File: src/rtl/match_engine.sv
// Memory-match game engine: accepts card selections, fetches their values from
// card memory, then scores a completed set or holds a mismatch on display.
module match_engine #(
   parameter int NUM_CARDS = 36,
   parameter int VAL_W     = 5,
   parameter int ADDR_W    = 6,
   parameter int GROUP     = 2,
   parameter int HOLD_CYC  = 8
) (
   input  logic                 clock,
   input  logic                 reset_n,
   input  logic                 enable,
   input  logic                 restart,
   input  logic                 sel,
   input  logic [ADDR_W-1:0]    cursor,
   output logic [ADDR_W-1:0]    mem_addr,
   input  logic [VAL_W-1:0]     mem_data,
   output logic [2:0]           sel_cnt,
   output logic [4*ADDR_W-1:0]  sel_locs,
   output logic [NUM_CARDS-1:0] matched,
   output logic [5:0]           sets_found,
   output logic                 found_p,
   output logic                 miss_p,
   output logic                 busy,
   output logic                 game_over
);
   localparam int         HOLD_W     = $clog2(HOLD_CYC + 1);
   localparam logic [5:0] TOTAL_SETS = 6'(NUM_CARDS / GROUP);
   localparam logic [2:0] GROUP_CNT  = 3'(GROUP);

   typedef enum logic [2:0] {IDLE, FETCH, CHECK, HOLD, DONE} state_t;

   state_t               state_q, state_d;
   logic                 fetch_wait_q, fetch_wait_d;
   logic [ADDR_W-1:0]    locs_q [4];
   logic [ADDR_W-1:0]    locs_d [4];
   logic [VAL_W-1:0]     vals_q [4];
   logic [VAL_W-1:0]     vals_d [4];
   logic [2:0]           cnt_q, cnt_d;
   logic [NUM_CARDS-1:0] matched_q, matched_d;
   logic [5:0]           sets_q, sets_d;
   logic [ADDR_W-1:0]    addr_q, addr_d;
   logic [HOLD_W-1:0]    hold_q, hold_d;

   logic cursor_held, cursor_removed, cursor_ok, all_equal, set_hit, hold_end;

   // Only slots below sel_cnt are live, so an all-ones cursor never aliases an empty slot.
   always_comb begin
      cursor_held    = 1'b0;
      cursor_removed = 1'b0;
      all_equal      = 1'b1;
      for (int k = 0; k < 4; k++) begin
         if ((3'(k) < cnt_q) && (locs_q[k] == cursor)) cursor_held = 1'b1;
      end
      for (int i = 0; i < NUM_CARDS; i++) begin
         if ((cursor == ADDR_W'(i)) && matched_q[i]) cursor_removed = 1'b1;
      end
      for (int k = 1; k < GROUP; k++) begin
         if (vals_q[k] != vals_q[0]) all_equal = 1'b0;
      end
   end

   assign cursor_ok = (32'(cursor) < 32'(NUM_CARDS)) && !cursor_removed && !cursor_held;
   assign set_hit   = (state_q == CHECK) && (cnt_q == GROUP_CNT) && all_equal;
   assign hold_end  = (state_q == HOLD) && (hold_q == '0);

   always_comb begin
      state_d      = state_q;
      fetch_wait_d = fetch_wait_q;
      locs_d       = locs_q;
      vals_d       = vals_q;
      cnt_d        = cnt_q;
      matched_d    = matched_q;
      sets_d       = sets_q;
      addr_d       = addr_q;
      hold_d       = hold_q;
      if (restart) begin
         state_d      = IDLE;
         fetch_wait_d = 1'b0;
         locs_d       = '{default: {ADDR_W{1'b1}}};
         vals_d       = '{default: '0};
         cnt_d        = '0;
         matched_d    = '0;
         sets_d       = '0;
         addr_d       = '0;
         hold_d       = '0;
      end else if (!enable && (state_q != DONE)) begin
         state_d      = IDLE;
         fetch_wait_d = 1'b0;
         locs_d       = '{default: {ADDR_W{1'b1}}};
         cnt_d        = '0;
         hold_d       = '0;
      end else begin
         case (state_q)
            IDLE: begin
               if (sel && cursor_ok) begin
                  locs_d[cnt_q[1:0]] = cursor;
                  addr_d             = cursor;
                  fetch_wait_d       = 1'b1;
                  state_d            = FETCH;
               end
            end
            // First FETCH cycle covers the memory's read latency; the second captures.
            FETCH: begin
               if (fetch_wait_q) begin
                  fetch_wait_d = 1'b0;
               end else begin
                  vals_d[cnt_q[1:0]] = mem_data;
                  cnt_d              = cnt_q + 3'd1;
                  state_d            = CHECK;
               end
            end
            CHECK: begin
               if (cnt_q != GROUP_CNT) begin
                  state_d = IDLE;
               end else if (all_equal) begin
                  for (int k = 0; k < GROUP; k++) begin
                     for (int i = 0; i < NUM_CARDS; i++) begin
                        if (locs_q[k] == ADDR_W'(i)) matched_d[i] = 1'b1;
                     end
                  end
                  sets_d  = sets_q + 6'd1;
                  locs_d  = '{default: {ADDR_W{1'b1}}};
                  cnt_d   = '0;
                  state_d = (sets_d == TOTAL_SETS) ? DONE : IDLE;
               end else begin
                  hold_d  = HOLD_W'(HOLD_CYC);
                  state_d = HOLD;
               end
            end
            HOLD: begin
               if (hold_q == '0) begin
                  locs_d  = '{default: {ADDR_W{1'b1}}};
                  cnt_d   = '0;
                  state_d = IDLE;
               end else begin
                  hold_d = hold_q - HOLD_W'(1);
               end
            end
            DONE: state_d = DONE;
            default: state_d = IDLE;
         endcase
      end
   end

   always_ff @(posedge clock or negedge reset_n) begin
      if (!reset_n) begin
         state_q      <= IDLE;
         fetch_wait_q <= 1'b0;
         locs_q       <= '{default: {ADDR_W{1'b1}}};
         vals_q       <= '{default: '0};
         cnt_q        <= '0;
         matched_q    <= '0;
         sets_q       <= '0;
         addr_q       <= '0;
         hold_q       <= '0;
      end else begin
         state_q      <= state_d;
         fetch_wait_q <= fetch_wait_d;
         locs_q       <= locs_d;
         vals_q       <= vals_d;
         cnt_q        <= cnt_d;
         matched_q    <= matched_d;
         sets_q       <= sets_d;
         addr_q       <= addr_d;
         hold_q       <= hold_d;
      end
   end

   for (genvar k = 0; k < 4; k++) begin : g_locs
      assign sel_locs[k*ADDR_W +: ADDR_W] = locs_q[k];
   end

   // Pulses mark the deciding cycle and are suppressed when that decision is overridden.
   assign found_p    = set_hit && enable && !restart;
   assign miss_p     = hold_end && enable && !restart;
   assign mem_addr   = addr_q;
   assign sel_cnt    = cnt_q;
   assign matched    = matched_q;
   assign sets_found = sets_q;
   assign busy       = (state_q != IDLE) && (state_q != DONE);
   assign game_over  = (state_q == DONE);

endmodule

File: config.mk
export PLATFORM = sky130hd
export DESIGN_NAME = match_engine
export DESIGN_NICKNAME = d
export VERILOG_FILES = /design/src/rtl/match_engine.sv
export SDC_FILE = /design/constraint.sdc
export NUM_CORES = 1
export LEC_CHECK = 0
export ABC_AREA = 1
export CORE_MARGIN = 5
export CORE_UTILIZATION = 60
export CTS_BUF_LIST = sky130_fd_sc_hd__clkbuf_4 sky130_fd_sc_hd__clkbuf_8
export DETAILED_ROUTE_END_ITERATION = 10
export GPL_TIMING_DRIVEN = 0
export PLACE_DENSITY = 0.95
export SLEW_MARGIN = 20
export SYNTH_ARGS = -nofsm -noshare
export SYNTH_HDL_FRONTEND = slang
export SYNTH_SLANG_ARGS = --single-unit
File: constraint.sdc
create_clock -name clock -period 3.1 [get_ports clock]
set_input_delay 0.62 -clock clock [delete_from_list [all_inputs] [get_ports clock]]
set_output_delay 0.62 -clock clock [all_outputs]
set_load 0.05 [all_outputs]
==> impl_metrics.env, run 1 <==
export IMPL_status="finished clean"
export IMPL_dp_cells=1015
export IMPL_die_area_mm2=0.0118
export IMPL_cap_violations=0
export IMPL_postSynth_topFlopCell="dfrtp_1"
export IMPL_setup_tns_ps=0
export IMPL_fin_crit_sh_pct=95.2
export IMPL_finClkSkew_ps=13.4
export IMPL_cts_made_buffers=9
export IMPL_fmax_mhz=339
export IMPL_diodes=0
export IMPL_cts_resized=4
export IMPL_ys_seq_area_share_pct=40.4
export IMPL_ant_nets=0
export IMPL_crit_fanout=10
export IMPL_p_leak_nw=3.29
export IMPL_worst_pin_slew_ps=677
export IMPL_die_w_um=109
export IMPL_fillers=755
export IMPL_antenna_found_initial=0
export IMPL_async_flop_share_pct=100
export IMPL_final_cell_mix="nand2_1 (204), nand3_1 (90), nor2_1 (85), clkdlybuf4s50_1 (85), dfrtp_1 (69)"
export IMPL_final_nets=916
export IMPL_fin_area_mm2=0.00713
export IMPL_drcViolationCount=0
export IMPL_hp_class="input pin to async pin"
export IMPL_yosysTopAreaCell="dfrtp_1"
export IMPL_worstReg2RegStart="sel_cnt[0]"
export IMPL_htreeDepth=3
export IMPL_clk_pin_slew_ps=90
export IMPL_synth_cell_types=36
export IMPL_worstSkewPairLatency_ps=390
export IMPL_cts_tree="done"
export IMPL_syn_area_per_cell_um2=7.37
export IMPL_fin_crit_ps=2950
export IMPL_dr_pass1_iters=6
export IMPL_layout_cells_most_common="nand2_1"
export IMPL_grt_usage_pct=32.0
export IMPL_cp_required_ps=2480
export IMPL_grt_pass1_vias=5826
export IMPL_die_h_um=109
export IMPL_end_kind="output pin"
export IMPL_synthCells=793
export IMPL_slew_headroom_pct=54.5
export IMPL_wl_per_cell_um=18.0
export IMPL_worstPathArrival_ps=2330
export IMPL_ys_warn_count=0
export IMPL_yosys_top_cells_area="dfrtp_1 (30%), nand2_1 (13%), dfstp_2 (11%)"
export IMPL_timing_rr_end="matched[11]"
export IMPL_postCtsSetupRepairBufs=0
export IMPL_grt_first_pass_wirelength_mm=29.3
export IMPL_rsz0062_at_grt="no"
export IMPL_synth_edf_count=0
export IMPL_portBuffers=88
export IMPL_place_congestion=1.01
export IMPL_irDropWorstVdd_mv=0.428
export IMPL_initial_core_util_pct=60.6
export IMPL_drive_above_1_share_pct=10.4
export IMPL_clockBufferDepth=2
export IMPL_holdWs_ps=116
export IMPL_grt_overflow_total=0
export IMPL_final_max_slew_viol_count=0
export IMPL_setup_viol=0
export IMPL_start_kind="input pin"
export IMPL_ff2ff_setup_slack_ps=810
export IMPL_io_pins=95
export IMPL_p_per_area_mw_per_mm2=453
export IMPL_power_mw=3.23
export IMPL_grt_max_degree=61
export IMPL_area_growth_syn_to_layout_pct=22.0
export IMPL_initialDrtViolationCount=671
export IMPL_placementRows=36
export IMPL_ff2ff_path_depth=11
export IMPL_cts_hold_buf=0
export IMPL_place_area_mm2=0.00692
export IMPL_layoutNonFillerInstCount=1031
export IMPL_synth_fp_nets=816
export IMPL_syn_cell_area_mm2=0.00584
export IMPL_cts_root_buffer="clkbuf_8"
export IMPL_path_class="input pin to output pin"
export IMPL_yosysTopAreaCellShare_pct=29.6
export IMPL_place_hpwl_mm=13.9
export IMPL_ys_ff_latch=93
export IMPL_routed_wl_mm=18.5
export IMPL_finalHoldViolCount=0
export IMPL_cts_sinks=93
export IMPL_core_area_mm2=0.00964
export IMPL_vias_per_cell=5.92
export IMPL_num_vias=6103
metal layers:
metal	GRT usage (%)	vias up	share of wire [%]	routed length, µm
met5	0	-	0	0
met4	11.9	0	2.7	505
met3	5.09	59	10	1860
met2	52.8	363	48	8810
met1	42.7	2865	40	7360
li1	-	2816	-	-
power breakdown:
part | switching, mW | internal [mW] | total, mW
Sequential | 0.0903 | 1.32 | 1.41
Clock | 0.453 | 0.406 | 0.859
Combinational | 0.681 | 0.275 | 0.956
Total | 1.22 | 2.00 | 3.23
kinds of logic (layout without fill, tap and decap cells):
logic type	after synthesis	count (layout)	synth area share, %
buffers and inverters	109	214	8.20
XOR/XNOR	20	20	3.00
AND/OR/NAND/NOR	460	460	35.8
adder cells (fa/ha/maj)	7	7	1.50
flip-flops	93	93	40.4
AO/OA/AOI/OAI	104	104	11.2
flip-flops by register name (all words and copies together), names as in the netlist:
register      cells
state_q           3
vals_q           10
hold_q            4
mem_addr          6
matched          36
fetch_wait_q      1
sets_found        6
sel_cnt           3
sel_locs         24
cells in the mapped netlist (2+ instances only):
cell        n
nor2_1     85
inv_1      68
o21ai_1     2
xor2_1     13
nor3_1     15
or2_1       4
nand2_1   204
ha_1        7
buf_2       6
buf_6       4
o21a_1     26
nand2_4     2
nand3_1    90
nand3_2     6
nor2_2      3
clkbuf_1   12
dfrtp_1    69
nand4_1    40
nor2_8      2
a21oi_1    30
o22ai_1     6
buf_1       2
a22o_1     11
o21ai_0    27
nand2_2     5
xnor2_1     7
buf_4       8
dfstp_2    24
inv_2       8
worst max-delay path, cell delays in order:
cell             delay, ps
clkdlybuf4s50_1        530
inv_2                  230
nand2_1                100
nor3_1                 270
dlygate4sd2_1          580
worst max path at each step:
stage	startpoint	endpoint	slack, ps	cells past startpoint
6_report	restart	miss_p	150	5
5_1_grt	enable	found_p	40	6
4_1_cts	enable	found_p	80	6
3_5_place_dp	enable	found_p	-340	6
3_3_place_gp	reset_n	sets_found[0]	-1950	1
2_1_floorplan	hold_q[0]	miss_p	570	4
final cells by class:
class	instances	area, µm²	area share (%)
Buffer	32	188	2.63
Clock buffer	11	145	2.04
Clock inverter	5	58.8	0.825
Inverter	77	292	4.09
Multi-Input combinational cell	591	3010	42.2
Sequential cell	93	2360	33.1
Tap cell	133	166	2.33
Timing Repair Buffer	89	910	12.8
per-stage QoR:
step           util [%]  worst slack, ps
6_report           73.9              150
5_1_grt            73.9             43.2
4_1_cts            73.9             75.1
3_5_place_dp       71.8             -342
3_3_place_gp       71.5            -1950
2_1_floorplan         -              570
Power figures use the tool's default switching activity.
==> run 2, diff against run 1 <==
--- a/config.mk
+++ b/config.mk
@@ -6,6 +6,8 @@
 export NUM_CORES = 1
 export LEC_CHECK = 0
 export ABC_AREA = 1
+export CAP_MARGIN = 25
+export CORE_ASPECT_RATIO = 0.5
 export CORE_MARGIN = 5
 export CORE_UTILIZATION = 60
 export CTS_BUF_LIST = sky130_fd_sc_hd__clkbuf_4 sky130_fd_sc_hd__clkbuf_8
==> impl_metrics.env, run 2 (synthesis gave the netlist of run 1 again) <==
export IMPL_worst_pin_slew_ps=678
export IMPL_routed_wl_mm=19.0
export IMPL_final_cell_mix="nand2_1 (204), nand3_1 (90), nor2_1 (85), clkdlybuf4s50_1 (85), dfrtp_1 (69)"
export IMPL_placementRows=25
export IMPL_setup_viol=0
export IMPL_place_hpwl_mm=14.2
export IMPL_area_growth_syn_to_layout_pct=22.1
export IMPL_layout_cells_most_common="nand2_1"
export IMPL_fin_area_mm2=0.00713
export IMPL_finalHoldViolCount=0
export IMPL_core_area_mm2=0.00948
export IMPL_pwr_share_clk_pct=27.2
export IMPL_seq_power_share_pct=43.3
export IMPL_grt_overflow_total=0
export IMPL_holdWs_ps=53.5
export IMPL_cts_tree="done"
export IMPL_place_area_mm2=0.00692
export IMPL_diodes=0
export IMPL_wl_per_cell_um=18.4
export IMPL_ff2ff_path_depth=11
export IMPL_p_leak_nw=3.29
export IMPL_hp_class="input pin to async pin"
export IMPL_path_cells="clkdlybuf4s50_1 -> inv_1 -> nor3_2 -> nand2_1 -> nor2_1 -> clkdlybuf4s15_2"
export IMPL_die_w_um=150
export IMPL_clockBufferDepth=2
export IMPL_end_kind="output pin"
export IMPL_slew_headroom_pct=54.4
export IMPL_die_h_um=79.8
export IMPL_power_mw=3.26
export IMPL_drive_above_1_share_pct=10.4
export IMPL_place_congestion=0.986
export IMPL_grt_pass1_vias=5580
export IMPL_fin_crit_ps=2960
export IMPL_cts_made_buffers=9
export IMPL_cell_internal_pwr_mw=2.01
export IMPL_slowest_delay_ps=640
export IMPL_vias_per_cell=5.96
export IMPL_grt_max_degree=77
export IMPL_ant_nets=0
export IMPL_fmax_mhz=337
export IMPL_layoutNonFillerInstCount=1033
export IMPL_worstPathArrival_ps=2340
export IMPL_initialDrtViolationCount=922
export IMPL_die_area_mm2=0.0119
export IMPL_largest_register_ffs=36
export IMPL_initial_core_util_pct=61.6
export IMPL_fillers=730
export IMPL_portBuffers=88
export IMPL_fin_crit_sh_pct=95.6
export IMPL_dp_cells=1017
export IMPL_final_nets=916
export IMPL_htreeDepth=3
export IMPL_cts_sinks=93
export IMPL_status="finished clean"
export IMPL_final_max_slew_viol_count=0
export IMPL_cts_root_buffer="clkbuf_8"
export IMPL_io_pins=95
export IMPL_comb_power_share_pct=29.6
export IMPL_p_per_area_mw_per_mm2=457
export IMPL_antenna_found_initial=0
export IMPL_drcViolationCount=0
export IMPL_p_sw_mw=1.24
export IMPL_grt_usage_pct=31.9
export IMPL_worstSkewPairLatency_ps=380
export IMPL_finClkSkew_ps=9.95
export IMPL_cap_violations=0
export IMPL_dr_pass1_iters=8
export IMPL_num_vias=6153
export IMPL_cp_slowest_cell="clkdlybuf4s50_1"
export IMPL_irDropWorstVdd_mv=0.245
export IMPL_rsz0062_at_grt="no"
export IMPL_setup_tns_ps=0
export IMPL_clk_pin_slew_ps=100
export IMPL_p_sw_share_pct=38.2
export IMPL_crit_fanout=4
export IMPL_path_class="input pin to output pin"
export IMPL_grt_first_pass_wirelength_mm=29.6
export IMPL_cp_required_ps=2480
export IMPL_start_kind="input pin"
-- run 2: cell count changes in the layout (fill, tap and decap cells not counted) --
| cell | delta |
|---|---|
| clkbuf_4 | +1 |
| inv_4 | -2 |
| inv_6 | +1 |
-- run 2: layer usage --
layer,wire (µm),GRT usage [%],vias to the layer above
met5,0,0,-
met4,424,8.49,0
met3,2010,5.84,55
met2,8780,51.5,384
met1,7760,44.7,2898
li1,-,-,2816
-- run 2: path summary, 6_finish.rpt --
| kind | slack (ps) | from | to |
|---|---|---|---|
| max | 140 | enable | found_p |
| min | 50 | reset_n | vals_q[10] |
| max reg2reg | 720 | sel_cnt[0] | sets_found[3] |
| min reg2reg | 490 | sel_locs[23] | sel_locs[23] |
| max in group asynchronous | 2400 | reset_n | sel_locs[6] |
| min in group clock | 490 | sel_locs[23] | sel_locs[23] |
-- run 2: per-stage QoR --
stage	util [%]	setup WS [ps]
2_1_floorplan	-	570
3_3_place_gp	72.7	-1890
3_5_place_dp	73.0	-344
4_1_cts	75.2	80.6
5_1_grt	75.3	66.1
6_report	75.3	135
-- run 2: area by class of cell --
cell class	instances	area, µm²	share of cell area [%]
multi-input cells	591	3010	42.2
flip-flops and latches	93	2360	33.0
repair buffers	89	910	12.8
inverters	77	292	4.09
plain buffers	32	188	2.63
well taps	135	169	2.37
clock buffers	12	153	2.14
clock inverters	4	55.1	0.772
-- run 2: power by group through the flow --
| stage | logic (mW) | registers, mW | clock network [mW] |
|---|---|---|---|
| floorplan | 0.412 | 1.63 | 0 |
| global placement | 0.926 | 1.43 | 0 |
| detailed placement | 0.942 | 1.43 | 0 |
| CTS | 0.947 | 1.41 | 0.878 |
| global route | 1.02 | 1.42 | 0.932 |
| finish | 0.963 | 1.41 | 0.886 |
-- run 2: timing repair --
action | in CTS | in global routing
endpoints found under the setup margin | 2 | 1
hold buffers | 0 | 0
setup buffers | 0 | 0
gates resized for setup | 4 | 1
endpoints found under the hold margin | 0 | 0
-- run 2: worst max-delay path: cells and delay by family --
kind,cells,cell delay [ps]
buffers and inverters,3,1200
AND/OR/NAND/NOR,3,530
